==> config.mk <==
export PLATFORM = sky130hd
export DESIGN_NAME = fmul_issue_flat
export DESIGN_NICKNAME = d
export VERILOG_FILES = /design/src/rtl/fpu_pkg.sv /design/src/rtl/fmul_issue_if.sv /design/src/rtl/fmul_issue_fifo.sv /design/src/rtl/fmul_issue.sv /design/src/flat_wrapper.sv
export SDC_FILE = /design/constraint.sdc
export NUM_CORES = 1
export LEC_CHECK = 0
export CORE_UTILIZATION = 40
export DETAILED_ROUTE_END_ITERATION = 8
export GPL_TIMING_DRIVEN = 1
export PLACE_DENSITY = 0.79
export SLEW_MARGIN = 20
export SYNTH_ARGS = -nofsm -noshare
export SYNTH_HDL_FRONTEND = slang
export SYNTH_SLANG_ARGS = --single-unit
==> constraint.sdc <==
create_clock -name clk -period 5.8 [get_ports clk]
set_clock_uncertainty 0.1 [all_clocks]
set_input_delay 0.87 -clock clk [delete_from_list [all_inputs] [get_ports clk]]
set_output_delay 0.87 -clock clk [all_outputs]
set_load 0.01 [all_outputs]
==> src/rtl/fpu_pkg.sv <==
// Shared FPU definitions: exception flag positions, flag vector type,
// canonical quiet NaN and round-mode encoding.
// No logic; constants and types only, imported by the fmul issue stage files.
package fpu_pkg;

  // Bit positions inside a 5-bit exception flag vector.
  localparam int FLAG_INVALID   = 4;
  localparam int FLAG_DIVZERO   = 3;
  localparam int FLAG_OVERFLOW  = 2;
  localparam int FLAG_UNDERFLOW = 1;
  localparam int FLAG_INEXACT   = 0;

  typedef logic [4:0] flags_t;

  // Canonical single-precision quiet NaN.
  localparam logic [31:0] QNAN32 = 32'h7FC0_0000;

  // Round-mode encoding carried with each request.
  typedef enum logic {
    RM_TRUNC   = 1'b0,
    RM_NEAREST = 1'b1
  } rm_e;

endpackage

==> src/rtl/fmul_issue_if.sv <==
// Request / multiplier / result bundle of the fmul issue stage.
// No latency of its own; carries valid/ready on the request and result sides.
// Ports: in_* request (valid/ready), mul_* to and from fmul, out_* result
// (valid/ready), fflags/fflags_clr sticky exception flags, busy status.
// slave is the stage's view, master is the driving environment's view.
interface fmul_issue_if #(
  parameter int width = 32,
  parameter int tagw  = 4
);
  import fpu_pkg::*;

  logic              in_valid;
  logic              in_ready;
  logic [width-1:0]  in_a;
  logic [width-1:0]  in_b;
  logic              in_rm;
  logic [tagw-1:0]   in_tag;

  logic [width-1:0]  mul_a;
  logic [width-1:0]  mul_b;
  logic              mul_rm;
  logic [width-1:0]  mul_r;
  flags_t            mul_flags;

  logic              out_valid;
  logic              out_ready;
  logic [width-1:0]  out_r;
  flags_t            out_flags;
  logic [tagw-1:0]   out_tag;

  flags_t            fflags;
  logic              fflags_clr;
  logic              busy;

  modport slave (
    input  in_valid, in_a, in_b, in_rm, in_tag,
    input  mul_r, mul_flags,
    input  out_ready, fflags_clr,
    output in_ready,
    output mul_a, mul_b, mul_rm,
    output out_valid, out_r, out_flags, out_tag,
    output fflags, busy
  );

  modport master (
    output in_valid, in_a, in_b, in_rm, in_tag,
    output mul_r, mul_flags,
    output out_ready, fflags_clr,
    input  in_ready,
    input  mul_a, mul_b, mul_rm,
    input  out_valid, out_r, out_flags, out_tag,
    input  fflags, busy
  );

endinterface

==> src/rtl/fmul_issue_fifo.sv <==
// Circular result FIFO with occupancy count; head is presented combinationally.
// Latency: an entry pushed at edge N is at the head from the cycle after N.
// Backpressure: caller guarantees no push when full; pop on empty is ignored.
// Ports: clk, rst_n; push/push_dat write side; pop read side; head (zero
// when empty) and count status.
module fmul_issue_fifo #(
  parameter int dw    = 8,
  parameter int depth = 3
) (
  input  logic                       clk,
  input  logic                       rst_n,
  input  logic                       push,
  input  logic [dw-1:0]              push_dat,
  input  logic                       pop,
  output logic [dw-1:0]              head,
  output logic [$clog2(depth+1)-1:0] count
);

  localparam int pw = (depth > 1) ? $clog2(depth) : 1;
  localparam int cw = $clog2(depth + 1);

  logic [dw-1:0] mem [depth];
  logic [pw-1:0] wr_ptr;
  logic [pw-1:0] rd_ptr;
  logic [cw-1:0] cnt;
  logic          pop_ok;

  // Pointers wrap at depth, which need not be a power of two.
  function automatic logic [pw-1:0] wrap_inc(input logic [pw-1:0] p);
    return (p == pw'(depth - 1)) ? '0 : p + 1'b1;
  endfunction

  assign pop_ok = pop & (cnt != '0);

  always_ff @(posedge clk or negedge rst_n) begin
    if (!rst_n) begin
      wr_ptr <= '0;
      rd_ptr <= '0;
      cnt    <= '0;
    end else begin
      if (push)   wr_ptr <= wrap_inc(wr_ptr);
      if (pop_ok) rd_ptr <= wrap_inc(rd_ptr);
      unique case ({push, pop_ok})
        2'b10:   cnt <= cnt + 1'b1;
        2'b01:   cnt <= cnt - 1'b1;
        default: cnt <= cnt;
      endcase
    end
  end

  // Storage needs no reset: an entry is only visible while counted.
  always_ff @(posedge clk) begin
    if (push) mem[wr_ptr] <= push_dat;
  end

  assign head  = (cnt != '0) ? mem[rd_ptr] : '0;
  assign count = cnt;

endmodule

==> src/rtl/fmul_issue.sv <==
// Issue/retire stage around the combinational fmul: registers operands (S1),
// captures the result into an in-order FIFO, keeps sticky fflags.
// Latency 2 cycles accept-to-out_valid; in_ready is a registered credit check
// (S1 + FIFO occupancy < depth) with no path from out_ready.
// Ports: clk, rst_n (async, active low); io.slave carries request, fmul
// operand/result, result output, fflags/fflags_clr and busy.
module fmul_issue
  import fpu_pkg::*;
#(
  parameter int exp   = 8,
  parameter int frac  = 23,
  parameter int width = exp + frac + 1,
  parameter int tagw  = 4,
  parameter int depth = 3
) (
  input logic         clk,
  input logic         rst_n,
  fmul_issue_if.slave io
);

  localparam int cw = $clog2(depth + 1);

  typedef struct packed {
    logic [width-1:0] r;
    flags_t           flags;
    logic [tagw-1:0]  tag;
  } entry_t;

  logic             s1_valid;
  logic [width-1:0] s1_a;
  logic [width-1:0] s1_b;
  logic             s1_rm;
  logic [tagw-1:0]  s1_tag;

  logic [cw-1:0]    count;
  logic [cw:0]      occ;
  logic             accept;
  logic             pop;
  entry_t           push_dat;
  entry_t           head;
  flags_t           fflags_q;

  // Every op in S1 retires next edge, so S1 counts against FIFO room.
  assign occ         = {1'b0, count} + {{cw{1'b0}}, s1_valid};
  assign io.in_ready = (occ < (cw + 1)'(depth));
  assign accept      = io.in_valid & io.in_ready;

  // Operand registers only load on accept so fmul inputs stay quiet when idle.
  always_ff @(posedge clk or negedge rst_n) begin
    if (!rst_n) begin
      s1_valid <= 1'b0;
      s1_a     <= '0;
      s1_b     <= '0;
      s1_rm    <= 1'b0;
      s1_tag   <= '0;
    end else begin
      s1_valid <= accept;
      if (accept) begin
        s1_a   <= io.in_a;
        s1_b   <= io.in_b;
        s1_rm  <= io.in_rm;
        s1_tag <= io.in_tag;
      end
    end
  end

  assign io.mul_a  = s1_a;
  assign io.mul_b  = s1_b;
  assign io.mul_rm = s1_rm;

  always_comb begin
    push_dat       = '0;
    push_dat.r     = io.mul_r;
    push_dat.flags = io.mul_flags;
    push_dat.tag   = s1_tag;
  end

  fmul_issue_fifo #(
    .dw    ($bits(entry_t)),
    .depth (depth)
  ) u_fifo (
    .clk      (clk),
    .rst_n    (rst_n),
    .push     (s1_valid),
    .push_dat (push_dat),
    .pop      (pop),
    .head     (head),
    .count    (count)
  );

  assign io.out_valid = (count != '0);
  assign pop          = io.out_valid & io.out_ready;
  assign io.out_r     = head.r;
  assign io.out_flags = head.flags;
  assign io.out_tag   = head.tag;

  // Clear acts on the old value, so a clear coinciding with a pop keeps
  // exactly the popped flags.
  always_ff @(posedge clk or negedge rst_n) begin
    if (!rst_n) begin
      fflags_q <= '0;
    end else begin
      fflags_q <= (io.fflags_clr ? '0 : fflags_q) | (pop ? head.flags : '0);
    end
  end

  assign io.fflags = fflags_q;
  assign io.busy   = s1_valid | (count != '0);

endmodule

==> src/flat_wrapper.sv <==
// flat-port wrapper written by rule: the top's interface ports become plain ports
module fmul_issue_flat import fpu_pkg::*;
#(
  parameter int exp   = 8,
  parameter int frac  = 23,
  parameter int width = exp + frac + 1,
  parameter int tagw  = 4,
  parameter int depth = 3
)
  (clk, rst_n, io_in_valid, io_in_a, io_in_b, io_in_rm, io_in_tag, io_mul_r, io_mul_flags, io_out_ready, io_fflags_clr, io_in_ready, io_mul_a, io_mul_b, io_mul_rm, io_out_valid, io_out_r, io_out_flags, io_out_tag, io_fflags, io_busy);
  fmul_issue_if #(.width(width), .tagw(tagw)) io_i ();
  input logic clk;
  input logic rst_n;
  input wire logic [$bits(io_i.in_valid)-1:0] io_in_valid;
  input wire logic [$bits(io_i.in_a)-1:0] io_in_a;
  input wire logic [$bits(io_i.in_b)-1:0] io_in_b;
  input wire logic [$bits(io_i.in_rm)-1:0] io_in_rm;
  input wire logic [$bits(io_i.in_tag)-1:0] io_in_tag;
  input wire logic [$bits(io_i.mul_r)-1:0] io_mul_r;
  input wire logic [$bits(io_i.mul_flags)-1:0] io_mul_flags;
  input wire logic [$bits(io_i.out_ready)-1:0] io_out_ready;
  input wire logic [$bits(io_i.fflags_clr)-1:0] io_fflags_clr;
  output wire logic [$bits(io_i.in_ready)-1:0] io_in_ready;
  output wire logic [$bits(io_i.mul_a)-1:0] io_mul_a;
  output wire logic [$bits(io_i.mul_b)-1:0] io_mul_b;
  output wire logic [$bits(io_i.mul_rm)-1:0] io_mul_rm;
  output wire logic [$bits(io_i.out_valid)-1:0] io_out_valid;
  output wire logic [$bits(io_i.out_r)-1:0] io_out_r;
  output wire logic [$bits(io_i.out_flags)-1:0] io_out_flags;
  output wire logic [$bits(io_i.out_tag)-1:0] io_out_tag;
  output wire logic [$bits(io_i.fflags)-1:0] io_fflags;
  output wire logic [$bits(io_i.busy)-1:0] io_busy;
  assign io_i.in_valid = io_in_valid;
  assign io_i.in_a = io_in_a;
  assign io_i.in_b = io_in_b;
  assign io_i.in_rm = io_in_rm;
  assign io_i.in_tag = io_in_tag;
  assign io_i.mul_r = io_mul_r;
  assign io_i.mul_flags = io_mul_flags;
  assign io_i.out_ready = io_out_ready;
  assign io_i.fflags_clr = io_fflags_clr;
  assign io_in_ready = io_i.in_ready;
  assign io_mul_a = io_i.mul_a;
  assign io_mul_b = io_i.mul_b;
  assign io_mul_rm = io_i.mul_rm;
  assign io_out_valid = io_i.out_valid;
  assign io_out_r = io_i.out_r;
  assign io_out_flags = io_i.out_flags;
  assign io_out_tag = io_i.out_tag;
  assign io_fflags = io_i.fflags;
  assign io_busy = io_i.busy;
  fmul_issue #(.exp(exp), .frac(frac), .width(width), .tagw(tagw), .depth(depth)) u_core (.clk(clk), .rst_n(rst_n), .io(io_i));
endmodule
# Word-level counts from Yosys, hierarchy flattened

Memory sizes are Yosys's and may differ from the RTL's.
Index checks and enable logic that the tools add are counted.

$add $sub $neg: 5
Multipliers: 0
Divide/modulo/power cells: 0
Order comparisons: 1
Equal/unequal tests: 4
Shift-type cells: 0
Mux-type cells: 8
Bitwise operators: 5
Reduce and logical (&&, ||, !) cells: 2

Operator list:

| operator                                                             | number |
|---|---|
| 41-bit 2-to-1 mux                                                    | 1 |
| 5-bit 2-to-1 mux                                                     | 2 |
| 2-bit by 1-bit adder with 2-bit output, second input constant        | 3 |
| 2-bit == test, second input constant                                 | 3 |
| 5-bit bitwise OR                                                     | 1 |
| 2-bit 2-to-1 mux                                                     | 2 |
| 2-bit case mux with 2 select lines                                   | 1 |
| 2-bit nonzero test                                                   | 2 |
| 2-bit by 1-bit adder with 3-bit output                               | 1 |
| 1-bit AND                                                            | 3 |
| 3-bit by 2-bit < comparator with 1-bit output, second input constant | 1 |
| 2-bit by 1-bit == test with 1-bit output, second input constant      | 1 |
| 1-bit 2-to-1 mux                                                     | 2 |
| 2-bit by 1-bit subtractor with 2-bit output, second input constant   | 1 |
| 1-bit bitwise OR                                                     | 1 |

Register bits: 81
Bits in latches: 0
Memory bits (writable): 123
ROM bits: 0
Bits of input ports: 111
Word-level logic and storage cells: 35
Memories: 1

Memories:

| name              | words | width | rd ports | clocked after Yosys merged registers in | wr ports | RTL line              | text |
|---|---|---|---|---|---|---|---|
| u_core.u_fifo.mem | 3     | 41    | 1        | 0                                       | 1        | fmul_issue_fifo.sv:22 | `logic [dw-1:0] mem [depth];` |

# Longest topological paths before layout

Depth in word-level cells: 5
Depth in mapped cells: 7

# Modules after synthesis

From an unflattened synthesis, not the netlist that was laid out.

Cell total of the unflattened synthesis: 460
Area total of the unflattened synthesis: 8122.8 um^2

By module, submodules not included:

| module          | times used | cells an instance | area an instance (um^2) |
|---|---|---|---|
| fmul_issue_fifo | 1          | 286               | 5258.8 |
| fmul_issue      | 1          | 174               | 2864.0 |

# Worst setup path after synthesis

No wires, ideal clock.

Path type: flip-flop to flip-flop
From: register u_core.s1_valid
To: memory u_core.u_fifo.mem[2][0] (netlist name), enable pin
Setup time: 0.499 ns
Arrival time: 3.480 ns
Data required time: 5.201 ns
Path slack: 1.722 ns
Stages on the path, launching flop included: 3
Buffers on the path: 0
Period minus slack after synthesis: 4.078 ns
Cells stage by stage: dfrtp_1 -> inv_1 -> nor3b_1

Word-level cells in the longest chain between the ends: 2

Ends and longest elaborated chain:

| element                                | RTL line              | text |
|---|---|---|
| from (decl)                            | fmul_issue.sv:29      | `logic s1_valid;` |
| from (signal assigned)                 | fmul_issue.sv:57      | `s1_valid <= accept;` |
| 1-bit 2-to-1 mux                       | fmul_issue_fifo.sv:53 | `if (push) mem[wr_ptr] <= push_dat;` |
| 1-bit 2-to-1 mux (implied by the code) | fmul_issue_fifo.sv:53 |  |
| to (decl)                              | fmul_issue_fifo.sv:22 |  |

Every way passes these cells.

# Worst setup path in the final report

From: register u_core.u_fifo.rd_ptr[0]
To: output port io_out_flags[4]

Word-level cells in the longest chain between the ends: 2

Ends and longest elaborated chain:

| element                | RTL line              | text |
|---|---|---|
| from (decl)            | fmul_issue_fifo.sv:24 | `logic [pw-1:0] rd_ptr;` |
| from (signal assigned) | fmul_issue_fifo.sv:42 | `if (pop_ok) rd_ptr <= wrap_inc(rd_ptr);` |
| memory 3 x 41 bit      | -                     |  |
| 41-bit 2-to-1 mux      | fmul_issue_fifo.sv:56 | `assign head = (cnt != '0) ? mem[rd_ptr] : '0;` |
| to (decl)              | flat_wrapper.sv:29    | `output wire logic [$bits(io_i.out_flags)-1:0] io_out_flags;` |

Every way passes these cells.

==> reports/metrics.cfg <==
[status]
status = completed

[critical_path]
arrival_ps = 2730
timing.rr.end = u_core.io.mul_b[0]
required_ps = 4830
r2r-start = u_core.u_fifo.count[0]
path_cells = a211oi_1, nor3_1, clkdlybuf4s50_1
cp_top_family = flip-flops
worst_setup_path_end_kind = primary output
critPathBufInv = 1
crit_path_max_fanout = 49
reg2reg_depth = 5
startpoint = u_core.u_fifo.rd_ptr[0]
cp_slowest_stage_delay_ps = 1060
path_class = reg2out
critPathSlowestCell = dfrtp_2
ff2ff_setup_slack_ps = 3230
worstSetupStartpointType = flop

[place]
portBuffers = 224
hpwl_um = 11200
dp_cells = 930
gp_congestion = 0.745

[clocking]
clk_path_buf_depth = 3
clk_latency_ps = 490
cts.sinks = 204
cts_buffers = 22
holdBufCountCts = 0
cts_setup_buffers = 0
clkTransAtPathRegs_ps = 60
cts_tree = built
ctsResizeCount = 0
htreeDepth = 1
cts-root-buf = clkbuf_16

[routing]
antenna_left = 0
drt_iter0_drc = 131
firstDrtPassIters = 4
viasPerCell = 4.78
drc = 0
wirelength_um = 17000
routedWlPerCell_um = 17.4
num_vias = 4653

[logic_synthesis]
synth.most_common_cell = edfxtp_1
synthTopCellsByArea = edfxtp_1, dfrtp_1, mux2_2
synth_ff_type = edfxtp_1
ys_async_sr_fraction = 0.397
syn-instance-count = 459
ys_seq_elements = 204
yosys_warnings = 0
avgSynthCellArea_um2 = 17.3
netlist_top_cells_count = edfxtp_1, mux2_2, dfrtp_1
synth.distinct_cells = 24
seq_area_frac_synth = 0.720
syn-cell-area_um2 = 7940
synth_nets = 573
yosysTopAreaCell = edfxtp_1
yosysTopAreaCellShare = 0.465
synth-edff-count = 123

[finish]
nets = 804
drive_above_1_share = 0.221
final_cells = 973
area_growth_pct = 40.7
final_util = 0.574

[timing]
finalMaxSlewViolations = 0
min_period_over_period = 0.639
worst_slew_pin_slew_ps = 1080
timing.slew.headroom = 0.280
fin_setup_tns_ps = 0
rsz0062_at_grt = false
period_needed_ps = 3700
timing.fmax_mhz = 270
hold_viol_final = 0
setup_viol = 0

[run]
drv_cap = 0

[floorplan]
fp.dieH_um = 143
fp.dieW_um = 143
boundaryPins = 225
start_util = 0.408
dieArea_um2 = 20400
core-area_um2 = 19500
rows = 51

[power]
power_density_nw_per_um2 = 563
finalPower_uw = 6290
p_leak_uw = 0.00414
ir_drop_mv = 0.568

[global_route]
grt_pass1_vias = 5070
antenna_found_initial = 2
grt_use_total = 0.165
grt-ovfl-total = 0
grt_start_max_net_pins = 82
grt_pass1_wl_um = 26100

[min_path]
hold_path.class = in2async

## metrics by stage
| step | area, um2 | hold slack, ps | setup slack (ps) |
|---|---|---|---|
| finish | 11200 | 307 | 2100 |
| global placement | 10400 | 364 | 2570 |
| floorplan | 7940 | 354 | 1720 |
| CTS | 11100 | 392 | 2060 |
| global route | 11200 | 370 | 1910 |
| detailed placement | 10400 | 384 | 2570 |
## registers in the layout (all words and copies together) (netlist names)
name                  count
u_core.u_fifo.count       2
u_core.s1_tag             4
u_core.u_fifo.wr_ptr      2
u_core.io.fflags          5
u_core.io.mul_rm          1
u_core.io.mul_b          32
u_core.u_fifo.rd_ptr      2
u_core.io.mul_a          32
u_core.s1_valid           1
u_core.u_fifo.mem       123
## power breakdown
part | leakage (uW) | switching [uW] | total, uW | internal [uW]
logic | 0.00171 | 1070 | 2530 | 1470
registers | 0.00208 | 298 | 2360 | 2070
clock network | 0.000349 | 544 | 1400 | 852
total | 0.00414 | 1910 | 6290 | 4380
## per-layer routing
layer / share of wire / global-route usage
met5: 0 / 0
met4: 0.022 / 0.0475
met3: 0.10 / 0.0661
met2: 0.48 / 0.280
met1: 0.39 / 0.191
## worst max path at each step
stage                                    endpoint  slack (ps)  cells past startpoint
after global routing              io_out_flags[4]        1910                      3
after detailed placement             io_out_r[29]        2570                      4
after CTS                            io_out_r[29]        2060                      4
after global placement              io_out_tag[2]        2570                      4
final                             io_out_flags[4]        2100                      3
after floorplan           u_core.u_fifo.mem[2][0]        1720                      2
## layout make-up
type,count,area (um2)
flip-flops and latches,204,5720
diodes,2,5.00
well taps,265,332
multi-input cells,224,2040
repair buffers,229,2290
clock buffers,29,628
inverters,9,33.8
fillers,1492,8290
clock inverters,11,118
## kinds of logic after synthesis
family / share of synthesized area
AOI/OAI and AO/OA: 0.0162
xor gates and xnor gates: 0.00331
adders and majority gates: 0.00473
buffers and inverters: 0.0262
DFF: 0.720
muxes: 0.194
and+or+nand+nor: 0.0350
## placed cells by master, fill, tap and decap left out, types with 3 or more instances in the layout
| master | instances |
|---|---|
| clkdlybuf4s50_1 | 223 |
| buf_4 | 4 |
| dfrtp_1 | 79 |
| clkinv_2 | 3 |
| ha_1 | 3 |
| a21o_1 | 4 |
| nor2_1 | 37 |
| nor3_1 | 6 |
| mux2i_1 | 36 |
| clkbuf_1 | 3 |
| nor2b_1 | 10 |
| edfxtp_1 | 123 |
| inv_1 | 9 |
| o32ai_1 | 5 |
| mux2_2 | 104 |
| clkbuf_16 | 23 |
| a211oi_1 | 5 |
| clkinvlp_4 | 5 |
| clkbuf_8 | 3 |
Note: power is estimated with default switching activity, not from simulation.
==> variant: new RTL, same settings <==
Make the reset (`rst_n`) synchronous in 3 clocked blocks. Comments in the files are not updated.
--- a/src/rtl/fmul_issue_fifo.sv
+++ b/src/rtl/fmul_issue_fifo.sv
@@ -34,3 +34,3 @@
 
-  always_ff @(posedge clk or negedge rst_n) begin
+  always_ff @(posedge clk) begin
     if (!rst_n) begin
--- a/src/rtl/fmul_issue.sv
+++ b/src/rtl/fmul_issue.sv
@@ -48,3 +48,3 @@
   // Operand registers only load on accept so fmul inputs stay quiet when idle.
-  always_ff @(posedge clk or negedge rst_n) begin
+  always_ff @(posedge clk) begin
     if (!rst_n) begin
@@ -98,3 +98,3 @@
   // exactly the popped flags.
-  always_ff @(posedge clk or negedge rst_n) begin
+  always_ff @(posedge clk) begin
     if (!rst_n) begin
Function: differs if rst_n is asserted again (counterexample within 4 cycles, from zero or initial values and one cycle with rst_n low); with rst_n held inactive, the same outputs for 10 cycles.
==> variant against the original RTL <==
  * Design area increased by 1.6%
  * Wire length increased by 4.9%
  * Area after synthesis increased by 2.0%
  * Worst setup slack got worse by 0.017 ns
  * Non-clock buffer count increased by 2
  * Register-to-register slack got worse by 0.18 ns
  * Largest cell class unchanged
  * Sequential cell count increased by 2
  * Fmax decreased by 0.47%
Power is not compared: it rests on default switching activity, and its combinational part moved more than twofold at a synthesized area within 25%.
==> variant: results (changes against the original RTL) <==
stage;metric;value;unit;change
status;outcome;finished clean;;
grt;grtUsageTotal;0.168;;+0.00299
synth;netlist_top_cells_area;edfxtp_1 46%, dfxtp_1 21%, mux2i_1 13%, nand2_1 6.6%, mux2_2 5.0%;;
synth;mappedNetlistNets;737;;+29%
detailed_routing;drt_first_pass_iters;4;;unchanged
clock_network;htreeDepth;1;;unchanged
clock_network;cts-root-buf;clkbuf_16;;
synth;synth_fa_ha_area_frac;0.00463;;-0.0000920
grt;grt_pass1_wl;27000;µm;+3.6%
layout;nets;955;;+19%
clock_network;cts_setup_buffers;0;;unchanged
power;netSwitchingFraction;0.261;;
layout;largest_reg_flops;123;;unchanged
placed_design;io_buffers;224;;unchanged
timing;tightest_slew;0.876;ns;-0.204 ns
layout;diodes;0;;-2
detailed_routing;vias;5406;;+16%
clock_network;cts.clk_slew.worst_paths;0.06;ns;about the same
synth;ys_seq_area_frac;0.661;;-0.0591
grt;antenna_found_initial;1;;-1
synth;ys_warn_count;0;;unchanged
worst_hold_path;worstHoldPathType;flip-flop to flip-flop;;
clock_network;clock_path_buffers;3;;unchanged
synth;synthArstFlopShare;0;;-0.397
placed_design;dp_hpwl;11500;µm;+3.2%
detailed_routing;drt_iter0_markers;188;;+44%
synth;synth_edf_count;123;;unchanged
synth;synth-main-ff-cell;edfxtp_1;;
critical_path;slowest_delay;0.90;ns;-0.16 ns
synth;synth_mux_area_frac;0.180;;-0.0144
power;vdd_drop_max;204;µV;
synth;synthTopCellsByCount;143 x nand2_1, 123 x edfxtp_1, 105 x mux2i_1;;
placed_design;dp_slack;2.54;ns;-0.0389 ns
power;p_leak;4.12;nW;
synth;synth_compound_area_frac;0.0165;;+0.000302
critical_path;arrival;2.75;ns;+0.02 ns
layout;top_register;u_core.u_fifo.mem;;
synth;synth_xor_area_frac;0.00216;;-0.00115
clock_network;clock_latency;0.50;ns;
placed_design;gp_congestion;0.736;;-1.2%
synth;synth.distinct_cells;31;;+29%
layout;drive_above_1_share;0.107;;-0.114
clock_network;cts_resized;0;;unchanged
detailed_routing;wl_per_cell;15.8;µm;-9.1%
critical_path;crit_fanout;28;;-43%
clock_network;numCtsBuffers;23;;+4.5%
grt;grt_max_degree;80;;-2.4%
critical_path;critPathSlowestCell;dfxtp_2;;
==> variant: changes by cell type after synthesis, sizes merged, moves of 4 or more <==
cell,delta
mux2,-69
nand2,+140
nand3b,+6
clkbuf,+15
a21o,-4
inv,-6
mux2i,+69
o32ai,-5
o41ai,+5
dfxtp,+83
dfrtp,-81
==> variant: logic make-up (layout without fill, tap and decap cells) <==
group	after synthesis	in the layout
multiplexers	141	141
AO/OA/AOI/OAI	18	18
buffers and inverters	42	277
flip-flops	206	206
adder cells (fa/ha/maj)	3	3
XOR/XNOR	2	2
AND/OR/NAND/NOR	211	211
==> variant: through the flow <==
stage / power (W) / hold slack, ns / instances / util / area [µm²]
6_report: 0.00431 / 0.355 / 1123 / 0.578 / 11400
5_1_grt: 0.00451 / 0.374 / 1123 / 0.578 / 11400
4_1_cts: 0.00435 / 0.358 / 1122 / 0.576 / 11300
3_5_place_dp: 0.00284 / 0.345 / 1080 / 0.536 / 10500
3_3_place_gp: 0.00283 / 0.340 / 1080 / 0.536 / 10500
2_1_floorplan: 0.00231 / 0.343 / 623 / - / 8100
==> variant: final cells by class <==
| cell class | count | area [µm²] |
|---|---|---|
| clock buffer | 33 | 698 |
| clock inverter | 9 | 97.6 |
| fill | 1644 | 8300 |
| inverter | 4 | 15.0 |
| multi-input combinational | 375 | 2540 |
| sequential | 206 | 5360 |
| tap | 265 | 332 |
| timing repair buffer | 231 | 2310 |
==> variant: worst max-delay path: cells and delay by family (launching register included) <==
| kind | cells | cell delay [ns] |
|---|---|---|
| buf+inv | 2 | 1.01 |
| flops | 1 | 0.90 |
| simple gates | 1 | 0.24 |
| compound gates | 1 | 0.10 |
==> variant: path summary, 6_finish.rpt <==
kind	start	to	slack, ns	depth (start not counted)
max	flip-flop	io_out_flags[0]	2.08	4
min	u_core.io.mul_a[17]	u_core.io.mul_a[17]	0.35	2
max reg2reg	u_core.u_fifo.count[0]	u_core.io.mul_a[14]	3.05	6
min reg2reg	u_core.io.mul_a[17]	u_core.io.mul_a[17]	0.35	2
==> variant: power groups by stage <==
stage | Combinational (W) | Sequential [W] | Clock, W
global placement | 0.00104 | 0.00178 | 0
floorplan | 0.000547 | 0.00176 | 0
CTS | 0.00106 | 0.00176 | 0.00153
detailed placement | 0.00105 | 0.00179 | 0
global route | 0.00116 | 0.00177 | 0.00158
finish | 0.00107 | 0.00176 | 0.00148
==> variant: per-layer routing <==
metal / vias up / part of all wire / wire, µm / GRT usage
met5: - / 0.00073 / 13 / 0
met4: 2 / 0.012 / 221 / 0.0382
met3: 18 / 0.12 / 2060 / 0.0699
met2: 217 / 0.48 / 8460 / 0.287
met1: 2549 / 0.40 / 7040 / 0.194
li1: 2620 / - / - / -
